## config.mk

```make
export PLATFORM = sky130hd
export DESIGN_NAME = csr_machine_unit
export DESIGN_NICKNAME = d
export VERILOG_FILES = /design/src/rtl/csr_machine_unit.sv
export SDC_FILE = /design/constraint.sdc
export NUM_CORES = 1
export LEC_CHECK = 0
export CORE_UTILIZATION = 50
export DETAILED_ROUTE_END_ITERATION = 8
export PLACE_DENSITY = 0.84
export SLEW_MARGIN = 10
export SYNTH_ARGS = -nofsm -noshare
export SYNTH_HDL_FRONTEND = slang
export SYNTH_SLANG_ARGS = --single-unit
export TNS_END_PERCENT = 100
```

## constraint.sdc

```tcl
create_clock -name clk -period 3.5 [get_ports clk]
set_input_delay 0.35 -clock clk [delete_from_list [all_inputs] [get_ports clk]]
set_output_delay 0.35 -clock clk [all_outputs]
set_load 0.01 [all_outputs]
```

## src/rtl/csr_machine_unit.sv

```systemverilog
// Machine-mode CSR unit: CSR read/modify/write, mcycle counter, interrupt entry and mret.
// Build option: define CSR_VECTORED_EN to allow mtvec vectored mode (MODE=1).

module csr_machine_unit #(
    parameter int              XLEN          = 32,
    parameter int              NUM_LOCAL_IRQ = 0,
    parameter int              CYCLE_W       = 64,
    parameter logic [XLEN-1:0] RESET_VEC     = '0
) (
    input  logic                  clk,
    input  logic                  rst,
    input  logic [11:0]           csr_addr,
    input  logic [1:0]            csr_op,
    input  logic [XLEN-1:0]       csr_wdata,
    output logic [XLEN-1:0]       csr_rdata,
    output logic                  csr_illegal,
    input  logic [XLEN-1:0]       pc,
    input  logic                  instr_valid,
    input  logic                  mret,
    input  logic                  ext_irq,
    input  logic                  tmr_irq,
    input  logic                  sw_irq,
    input  logic [(NUM_LOCAL_IRQ > 0 ? NUM_LOCAL_IRQ : 1)-1:0] local_irq,
    output logic                  irq_pending,
    output logic                  trap_taken,
    output logic [XLEN-1:0]       trap_pc,
    output logic [XLEN-1:0]       epc
);

    localparam logic [11:0] A_MSTATUS  = 12'h300;
    localparam logic [11:0] A_MIE      = 12'h304;
    localparam logic [11:0] A_MTVEC    = 12'h305;
    localparam logic [11:0] A_MSCRATCH = 12'h340;
    localparam logic [11:0] A_MEPC     = 12'h341;
    localparam logic [11:0] A_MCAUSE   = 12'h342;
    localparam logic [11:0] A_MIP      = 12'h344;
    localparam logic [11:0] A_MCYCLE   = 12'hB00;
    localparam logic [11:0] A_MCYCLEH  = 12'hB80;

    function automatic logic [XLEN-1:0] mie_mask_f();
        logic [XLEN-1:0] m;
        m     = '0;
        m[3]  = 1'b1;
        m[7]  = 1'b1;
        m[11] = 1'b1;
        for (int i = 0; i < NUM_LOCAL_IRQ; i++) m[16+i] = 1'b1;
        return m;
    endfunction

    localparam logic [XLEN-1:0] MIE_MASK = mie_mask_f();
`ifdef CSR_VECTORED_EN
    localparam logic [XLEN-1:0] MTVEC_RST = {RESET_VEC[XLEN-1:2], 1'b0, RESET_VEC[0]};
`else
    localparam logic [XLEN-1:0] MTVEC_RST = {RESET_VEC[XLEN-1:2], 2'b00};
`endif

    typedef enum logic {ST_RUN, ST_TRAP} state_e;

    state_e               state_q, state_d;
    logic                 mstatus_mie_q, mstatus_mie_d;
    logic                 mstatus_mpie_q, mstatus_mpie_d;
    logic [XLEN-1:0]      mie_q, mie_d;
    logic [XLEN-1:0]      mtvec_q, mtvec_d;
    logic [XLEN-1:0]      mscratch_q, mscratch_d;
    logic [XLEN-1:0]      mepc_q, mepc_d;
    logic [XLEN-1:0]      mcause_q, mcause_d;
    logic [CYCLE_W-1:0]   mcycle_q, mcycle_d;
    logic                 trap_taken_q, trap_taken_d;
    logic [XLEN-1:0]      trap_pc_q, trap_pc_d;

    logic [63:0]          cyc64;
    logic [XLEN-1:0]      mip, irq_pend, mstatus_rd, rdata, wval, trap_tgt;
    logic [4:0]           irq_code;
    logic                 addr_hit, take_trap, do_write, do_mret;
    logic                 unused_local;

    assign cyc64        = 64'(mcycle_q);
    assign unused_local = ^local_irq;

    always_comb begin
        // NOTE: every always_comb output gets a default first so no path infers a latch.
        mip     = '0;
        mip[3]  = sw_irq;
        mip[7]  = tmr_irq;
        mip[11] = ext_irq;
        for (int i = 0; i < NUM_LOCAL_IRQ; i++) mip[16+i] = local_irq[i];

        mstatus_rd        = '0;
        mstatus_rd[12:11] = 2'b11;
        mstatus_rd[7]     = mstatus_mpie_q;
        mstatus_rd[3]     = mstatus_mie_q;
    end

    always_comb begin
        rdata    = '0;
        addr_hit = 1'b1;
        case (csr_addr)
            A_MSTATUS:  rdata = mstatus_rd;
            A_MIE:      rdata = mie_q;
            A_MTVEC:    rdata = mtvec_q;
            A_MSCRATCH: rdata = mscratch_q;
            A_MEPC:     rdata = mepc_q;
            A_MCAUSE:   rdata = mcause_q;
            A_MIP:      rdata = mip;
            A_MCYCLE:   rdata = XLEN'(cyc64);
            A_MCYCLEH: begin
                if (XLEN == 32) rdata = XLEN'(cyc64[63:32]);
                else            addr_hit = 1'b0;
            end
            default:    addr_hit = 1'b0;
        endcase
    end

    assign csr_rdata   = rdata;
    assign csr_illegal = (csr_op != 2'b00) && !addr_hit;
    assign irq_pend    = mip & mie_q;
    assign irq_pending = (|irq_pend) && mstatus_mie_q;
    assign epc         = mepc_q;
    assign trap_taken  = trap_taken_q;
    assign trap_pc     = trap_pc_q;

    // Later assignments win, so the highest-priority source is tested last.
    always_comb begin
        irq_code = 5'd0;
        for (int i = NUM_LOCAL_IRQ - 1; i >= 0; i--) begin
            if (irq_pend[16+i]) irq_code = 5'(16 + i);
        end
        if (irq_pend[7])  irq_code = 5'd7;
        if (irq_pend[3])  irq_code = 5'd3;
        if (irq_pend[11]) irq_code = 5'd11;
    end

    always_comb begin
        trap_tgt = {mtvec_q[XLEN-1:2], 2'b00};
`ifdef CSR_VECTORED_EN
        if (mtvec_q[1:0] == 2'b01) trap_tgt = {mtvec_q[XLEN-1:2], 2'b00} + XLEN'({irq_code, 2'b00});
`endif
    end

    always_comb begin
        unique case (csr_op)
            2'b01:   wval = csr_wdata;
            2'b10:   wval = rdata | csr_wdata;
            2'b11:   wval = rdata & ~csr_wdata;
            default: wval = rdata;
        endcase
    end

    assign take_trap = (state_q == ST_RUN) && instr_valid && irq_pending;
    assign do_write  = (state_q == ST_RUN) && (csr_op != 2'b00) && !csr_illegal && !take_trap;
    assign do_mret   = (state_q == ST_RUN) && instr_valid && mret && !take_trap;

    always_comb begin
        state_d        = state_q;
        mstatus_mie_d  = mstatus_mie_q;
        mstatus_mpie_d = mstatus_mpie_q;
        mie_d          = mie_q;
        mtvec_d        = mtvec_q;
        mscratch_d     = mscratch_q;
        mepc_d         = mepc_q;
        mcause_d       = mcause_q;
        mcycle_d       = mcycle_q + 1'b1;
        trap_taken_d   = 1'b0;
        trap_pc_d      = trap_pc_q;

        if (do_write) begin
            case (csr_addr)
                A_MSTATUS: begin
                    mstatus_mie_d  = wval[3];
                    mstatus_mpie_d = wval[7];
                end
                A_MIE:      mie_d = wval & MIE_MASK;
`ifdef CSR_VECTORED_EN
                A_MTVEC:    mtvec_d = {wval[XLEN-1:2], wval[1] ? mtvec_q[1:0] : wval[1:0]};
`else
                A_MTVEC:    mtvec_d = {wval[XLEN-1:2], 2'b00};
`endif
                A_MSCRATCH: mscratch_d = wval;
                A_MEPC:     mepc_d = {wval[XLEN-1:2], 2'b00};
                A_MCAUSE:   mcause_d = wval;
                A_MCYCLE: begin
                    if (XLEN == 32) mcycle_d = CYCLE_W'({cyc64[63:32], 32'(wval)});
                    else            mcycle_d = CYCLE_W'(wval);
                end
                A_MCYCLEH:  mcycle_d = CYCLE_W'({32'(wval), cyc64[31:0]});
                default: ;
            endcase
        end

        if (do_mret) begin
            mstatus_mie_d  = mstatus_mpie_q;
            mstatus_mpie_d = 1'b1;
        end

        if (take_trap) begin
            state_d          = ST_TRAP;
            mepc_d           = {pc[XLEN-1:2], 2'b00};
            mcause_d         = XLEN'(irq_code);
            mcause_d[XLEN-1] = 1'b1;
            mstatus_mpie_d   = mstatus_mie_q;
            mstatus_mie_d    = 1'b0;
            trap_taken_d     = 1'b1;
            trap_pc_d        = trap_tgt;
        end else if (state_q == ST_TRAP) begin
            state_d = ST_RUN;
        end
    end

    always_ff @(posedge clk) begin
        // NOTE: state flops use non-blocking assignments so every flop samples pre-edge values.
        if (rst) begin
            state_q        <= ST_RUN;
            mstatus_mie_q  <= 1'b0;
            mstatus_mpie_q <= 1'b0;
            mie_q          <= '0;
            mtvec_q        <= MTVEC_RST;
            mscratch_q     <= '0;
            mepc_q         <= '0;
            mcause_q       <= '0;
            mcycle_q       <= '0;
            trap_taken_q   <= 1'b0;
            trap_pc_q      <= '0;
        end else begin
            state_q        <= state_d;
            mstatus_mie_q  <= mstatus_mie_d;
            mstatus_mpie_q <= mstatus_mpie_d;
            mie_q          <= mie_d;
            mtvec_q        <= mtvec_d;
            mscratch_q     <= mscratch_d;
            mepc_q         <= mepc_d;
            mcause_q       <= mcause_d;
            mcycle_q       <= mcycle_d;
            trap_taken_q   <= trap_taken_d;
            trap_pc_q      <= trap_pc_d;
        end
    end

endmodule
```

==> results of run 1 <==
[area by class of cell]
class | count | area (µm²)
tap | 324 | 405
clock inverter | 14 | 290
multi-input combinational | 1168 | 7450
sequential | 224 | 4480
fill | 1952 | 8230
inverter | 14 | 52.6
clock buffer | 32 | 692
timing repair buffer | 286 | 2720
[worst paths after layout]
check / startpoint / end / cells after the start
worst max register to register: cyc64[2]$_SDFFE_PP0P_ / cyc64[51]$_SDFFE_PP0P_ / 6
worst max-delay path: csr_addr[5] / csr_rdata[11] / 7
worst min register to register: trap_pc[15]$_SDFFE_PP0P_ / trap_pc[15]$_SDFFE_PP0P_ / 2
worst min-delay path: rst / epc[2]$_SDFFE_PP0P_ / 2
[flip-flops by register name (all words and copies together) (netlist names)]
signal	count
mie_q	3
trap_taken	1
mscratch_q	32
mcause_q	32
trap_pc	30
mstatus_mie_q	1
mstatus_mpie_q	1
epc	30
mtvec_q	30
cyc64	64
[cell families after synthesis]
group                    synth area share
other                            0.000302
AND/OR/NAND/NOR                     0.223
XOR/XNOR                           0.0162
adder cells (fa/ha/maj)           0.00101
multiplexers                       0.0493
buffers and inverters              0.0471
flip-flops                          0.361
AO/OA/AOI/OAI                       0.302
[metrics by stage]
stage | setup WS, ns | cell area (µm²)
5_1_grt | 0.0545 | 16100
6_report | 0.139 | 16100
2_1_floorplan | 0.945 | 12400
4_1_cts | 0.0794 | 16100
3_5_place_dp | -0.00935 | 15100
3_3_place_gp | 0.137 | 15100
[report_power, final]
group	leakage (nW)	total, mW	internal (mW)	switching (mW)
logic	3.29	0.519	0.202	0.317
clock network	0.475	3.16	1.99	1.17
registers	1.80	2.56	2.55	0.00644
[per-layer routing]
metal | vias up | GRT usage | part of all wire
met4 | 2 | 0.198 | 0.050
met5 | - | 0 | 0.00022
met2 | 1096 | 0.576 | 0.43
li1 | 6262 | - | -
met1 | 6765 | 0.499 | 0.38
met3 | 219 | 0.108 | 0.14
[layout by cell type, fill, tap and decap left out, types with 9 or more instances in the layout]
| cell type | n |
|---|---|
| dfxtp_1 | 224 |
| nand2_1 | 193 |
| clkdlybuf4s50_1 | 174 |
| a21oi_1 | 100 |
| buf_4 | 99 |
| nor2_1 | 87 |
| a211oi_1 | 71 |
| a22oi_1 | 60 |
| o21ai_0 | 49 |
| nand3_1 | 45 |
| nor3_1 | 43 |
| and3_1 | 39 |
| a31oi_1 | 37 |
| mux2i_1 | 33 |
| o2bb2ai_1 | 32 |
| nand4_1 | 31 |
| o31ai_1 | 28 |
| o22ai_1 | 25 |
| mux2_2 | 25 |
| clkbuf_16 | 25 |
| nor4_1 | 19 |
| o31a_1 | 14 |
| o22a_1 | 13 |
| inv_1 | 13 |
| or3_1 | 12 |
| xor2_1 | 12 |
| and4_1 | 11 |
| o211ai_1 | 11 |
| xnor2_1 | 11 |
| buf_12 | 11 |
| or4_1 | 10 |
| nand3b_1 | 10 |
| o221a_2 | 9 |
[critical path, stage by stage]
cell and delay (ns):
clkdlybuf4s50_1 0.48, or4b_2 0.75, nor3_1 0.43, buf_4 0.20, a211oi_1 0.09, nand2_1 0.17, clkdlybuf4s50_1 0.55
==> flow_summary.yaml, run 1 <==
logic_synthesis:
  yosys-top-cells-area: "dfxtp_1, nand2_1, a211oi_1, a21oi_1, a22oi_1"
  syn_area_per_cell_um2: 8.11
  syn_area_um2: 12400
  synth_ff_type: "dfxtp_1"
  synth.distinct_cells: 81
  synth.most_common_cell: "dfxtp_1"
  yosysWarnings: 0
  synth_common_cells: "dfxtp_1, nand2_1, a21oi_1, clkbuf_1, nor2_1"
  synth-edff-count: 0
  ys_ff_latch: 224
  async_reset_ff_frac: 0
  netlist_instances: 1530
  synth_top_area_cell: "dfxtp_1"
  yosysTopAreaCellShare: 0.361
  ys_seq_area_frac: 0.361
timing:
  tns_ns: 0
  hold_viol_final: 0
  report.final.slew_viol_count: 0
  fin_hold_ws_ns: 0.0240
  worst_pin_slew_ns: 1.14
  fin_skew_ns: 0.00901
  setup_violations: 0
  period_share: 0.960
  final.min_clock_period_ns: 3.36
  slew_headroom: 0.232
  rsz0062_at_grt: "no"
  fmax_ghz: 0.298
cts:
  cts_sinks: 224
  cts_resized: 0
  worst_skew_pair.late_latency_ns: 0.55
  clockBufferDepth: 3
  cts_tree: "built"
  clockRootBuffer: "clkbuf_16"
  path_clk_slew_ns: 0.06
  h-tree-depth: 1
  numCtsBuffers: 25
  cts_setup_buffers: 0
  cts_hold_buf: 0
hold_path:
  hold_path.class: "input pin to register"
power_and_ir_drop:
  p_leak_nw: 5.56
  ir_drop_uv: 389
  power_density_nw_per_um2: 388
  p_total_mw: 6.24
placement:
  dp.cells: 2016
  place_congestion: 0.999
  numPortBuffers: 177
  place_hpwl_um: 35700
layout:
  final_core_util: 0.661
  diodes: 0
  layout.nets: 1806
  area_growth_pct: 29.6
  stdcell_count: 2062
  drive_gt1_frac: 0.127
detailed_routing:
  wl_per_cell_um: 24.5
  totalWireLength_um: 50600
  drt_pre_antenna_iters: 6
  drt_iter0_drc: 1851
  vias: 14344
  vias_per_cell: 6.96
  drtAntennaViolNets: 0
  drc: 0
critical_path:
  criticalPathCategory: "input pin to primary output"
  cp-end-kind: "primary output"
  crit_fanout: 4
  startpoint_type: "input pin"
  arrival_ns: 3.01
  regToRegSetupSlack_ns: 0.51
  worstPathRequired_ns: 3.15
floorplan:
  core_area_um2: 24300
  die_w_um: 160
  dieArea_um2: 25500
  rows: 57
  start_util: 0.510
  chipHeight_um: 160
  io_pins: 185
outcome:
  status: "finished clean"
grt:
  track_usage: 0.383
  grt_pass1_vias: 13495
  grt_overflow_total: 0
  antenna_found_initial: 1
  grt_max_degree: 85
  grt_pass1_wl_um: 77200
run:
  drv_cap: 0
No activity file was read; power rests on OpenSTA's default activity.
==> run 2: changes to the inputs <==
--- a/config.mk
+++ b/config.mk
@@ -7,6 +7,7 @@
 export LEC_CHECK = 0
 export CORE_UTILIZATION = 50
 export DETAILED_ROUTE_END_ITERATION = 8
+export HOLD_SLACK_MARGIN = 0.06
 export PLACE_DENSITY = 0.84
 export SLEW_MARGIN = 10
 export SYNTH_ARGS = -nofsm -noshare
==> run 2 against run 1 <==
  * Combinational power is essentially flat
  * Largest power group unchanged
  * Fmax up 0.46%
  * Sequential share of layout area is essentially flat
  * Largest cell class unchanged
  * First-iteration DRC count rose by 11%
  * Sequential power barely moved
  * Clock skew grew 0.0011 ns
  * Worst hold slack improved by 0.43 ns
  * Sequential cell count unchanged
  * Count of clock-buffer cells in the layout is the same
  * Register-to-register slack improved by 0.03 ns
  * Via count rose by 0.32%
==> flow_summary.yaml, run 2 (synthesized netlist as in run 1, its figures left out) <==
cts:
  cts_sinks: 224
  clockRootBuffer: "clkbuf_16"
  worst_skew_pair.late_latency_ns: 0.55
  cts_tree: "built"
  h-tree-depth: 1
  path_clk_slew_ns: 0.06
  clockBufferDepth: 3
  numCtsBuffers: 25
  cts_setup_buffers: 0
critical_path:
  regToRegSetupSlack_ns: 0.54
  crit_fanout: 15
  r2r_end: "cyc64[51]$_SDFFE_PP0P_"
  startpoint_type: "input pin"
  reg2reg_depth: 6
  cp-end-kind: "primary output"
  criticalPathCategory: "input pin to primary output"
  worstPathRequired_ns: 3.15
  r2r-start: "cyc64[2]$_SDFFE_PP0P_"
  arrival_ns: 3.00
timing:
  setup_violations: 0
  period_share: 0.956
  report.final.slew_viol_count: 0
  worst_slack_ns: 0.154
  tns_ns: 0
  rsz0062_at_grt: "no"
  fin_skew_ns: 0.0101
  hold_viol_final: 0
  final.min_clock_period_ns: 3.35
  fmax_ghz: 0.299
  slew_headroom: 0.250
  worst_pin_slew_ns: 1.12
grt:
  grt_max_degree: 85
  grt_pass1_vias: 13499
  use_met3: 0.108
  antenna_found_initial: 1
  busiest_layer: "met2"
  grt_pass1_wl_um: 77200
  gr-usage-met2: 0.576
  use_met1: 0.499
  track_usage: 0.383
  grt_overflow_total: 0
run:
  drv_cap: 0
hold_path:
  hold_path.class: "register to register"
  whs_endpoint: "trap_pc[15]$_SDFFE_PP0P_"
  hold_depth: 2
  hold_start: "trap_pc[15]$_SDFFE_PP0P_"
layout:
  final_cell_mix: "dfxtp_1, nand2_1, clkdlybuf4s50_1"
  largest_register_ffs: 64
  stdcell_count: 2063
  fin_area_um2: 16100
  multi_input_area_um2: 7450
  regArea_um2: 4480
  mostFrequentLayoutCell: "dfxtp_1"
  area_growth_pct: 29.7
  diodes: 0
  layout.nets: 1807
  nFillCells: 1951
  drive_gt1_frac: 0.127
detailed_routing:
  drc: 0
  drtAntennaViolNets: 0
  vias_per_cell: 6.98
  wl_per_cell_um: 24.6
  drt_iter0_drc: 2061
  vias: 14390
  drt_pre_antenna_iters: 6
  totalWireLength_um: 50700
placement:
  numPortBuffers: 177
  place_congestion: 0.999
  dp_slack_ns: -0.00935
  dp.cells: 2016
  placed_area_um2: 15100
  place_hpwl_um: 35700
floorplan:
  core_area_um2: 24300
  io_pins: 185
  rows: 57
  chipHeight_um: 160
  die_w_um: 160
  dieArea_um2: 25500
  start_util: 0.510
power_and_ir_drop:
  ir_drop_uv: 391
  p_leak_nw: 5.57
  p_total_mw: 6.25
  power_density_nw_per_um2: 388
outcome:
  status: "finished clean"
run 2: how the worst max path moves through the flow:
stage,end,cells past startpoint,startpoint,slack (ns)
after floorplan,mscratch_q[5]$_SDFFE_PP0P_,8,csr_addr[5],0.95
after global placement,cyc64[63]$_SDFFE_PP0P_,8,csr_addr[10],0.14
after detailed placement,cyc64[63]$_SDFFE_PP0P_,8,csr_addr[10],-0.009
after CTS,csr_rdata[22],7,csr_addr[5],0.08
after global routing,csr_rdata[22],8,csr_addr[2],0.05
final,csr_rdata[26],7,csr_addr[5],0.15
run 2: final cells by class:
cell class,count,area share
multi-input cells,1168,0.463
clock inverters,14,0.0180
flip-flops and latches,224,0.279
repair buffers,287,0.169
clock buffers,32,0.0430
inverters,14,0.00326
well taps,324,0.0252
run 2: what timing repair did:
| action | in CTS | in global routing |
|---|---|---|
| hold buffers | 1 | 0 |
| resized for setup | 0 | 2 |
| endpoints found under the hold margin | 3 | 0 |
| endpoints found under the setup margin | 0 | 5 |
run 2: power by group:
part	internal (mW)	switching (mW)
clock network	1.99	1.17
registers	2.55	0.00641
logic	0.202	0.318
run 2: worst max-delay path: stages:
cell and delay, ns:
clkdlybuf4s50_1 0.47, or4_4 0.63, nor4_2 0.44, buf_12 0.22, nand2_1 0.07, o211ai_1 0.19
clkdlybuf4s50_1 0.62
run 2: through the flow:
| step | hold WS [ns] | utilization |
|---|---|---|
| floorplan | 0.441 | - |
| global placement | 0.444 | 0.621 |
| detailed placement | 0.449 | 0.621 |
| CTS | 0.457 | 0.661 |
| global route | 0.474 | 0.662 |
| finish | 0.457 | 0.662 |
run 2: layer usage:
metal / vias up / part of all wire
met5: - / 0.00022
met1: 6762 / 0.38
met4: 2 / 0.051
met3: 223 / 0.14
met2: 1139 / 0.43
li1: 6264 / -
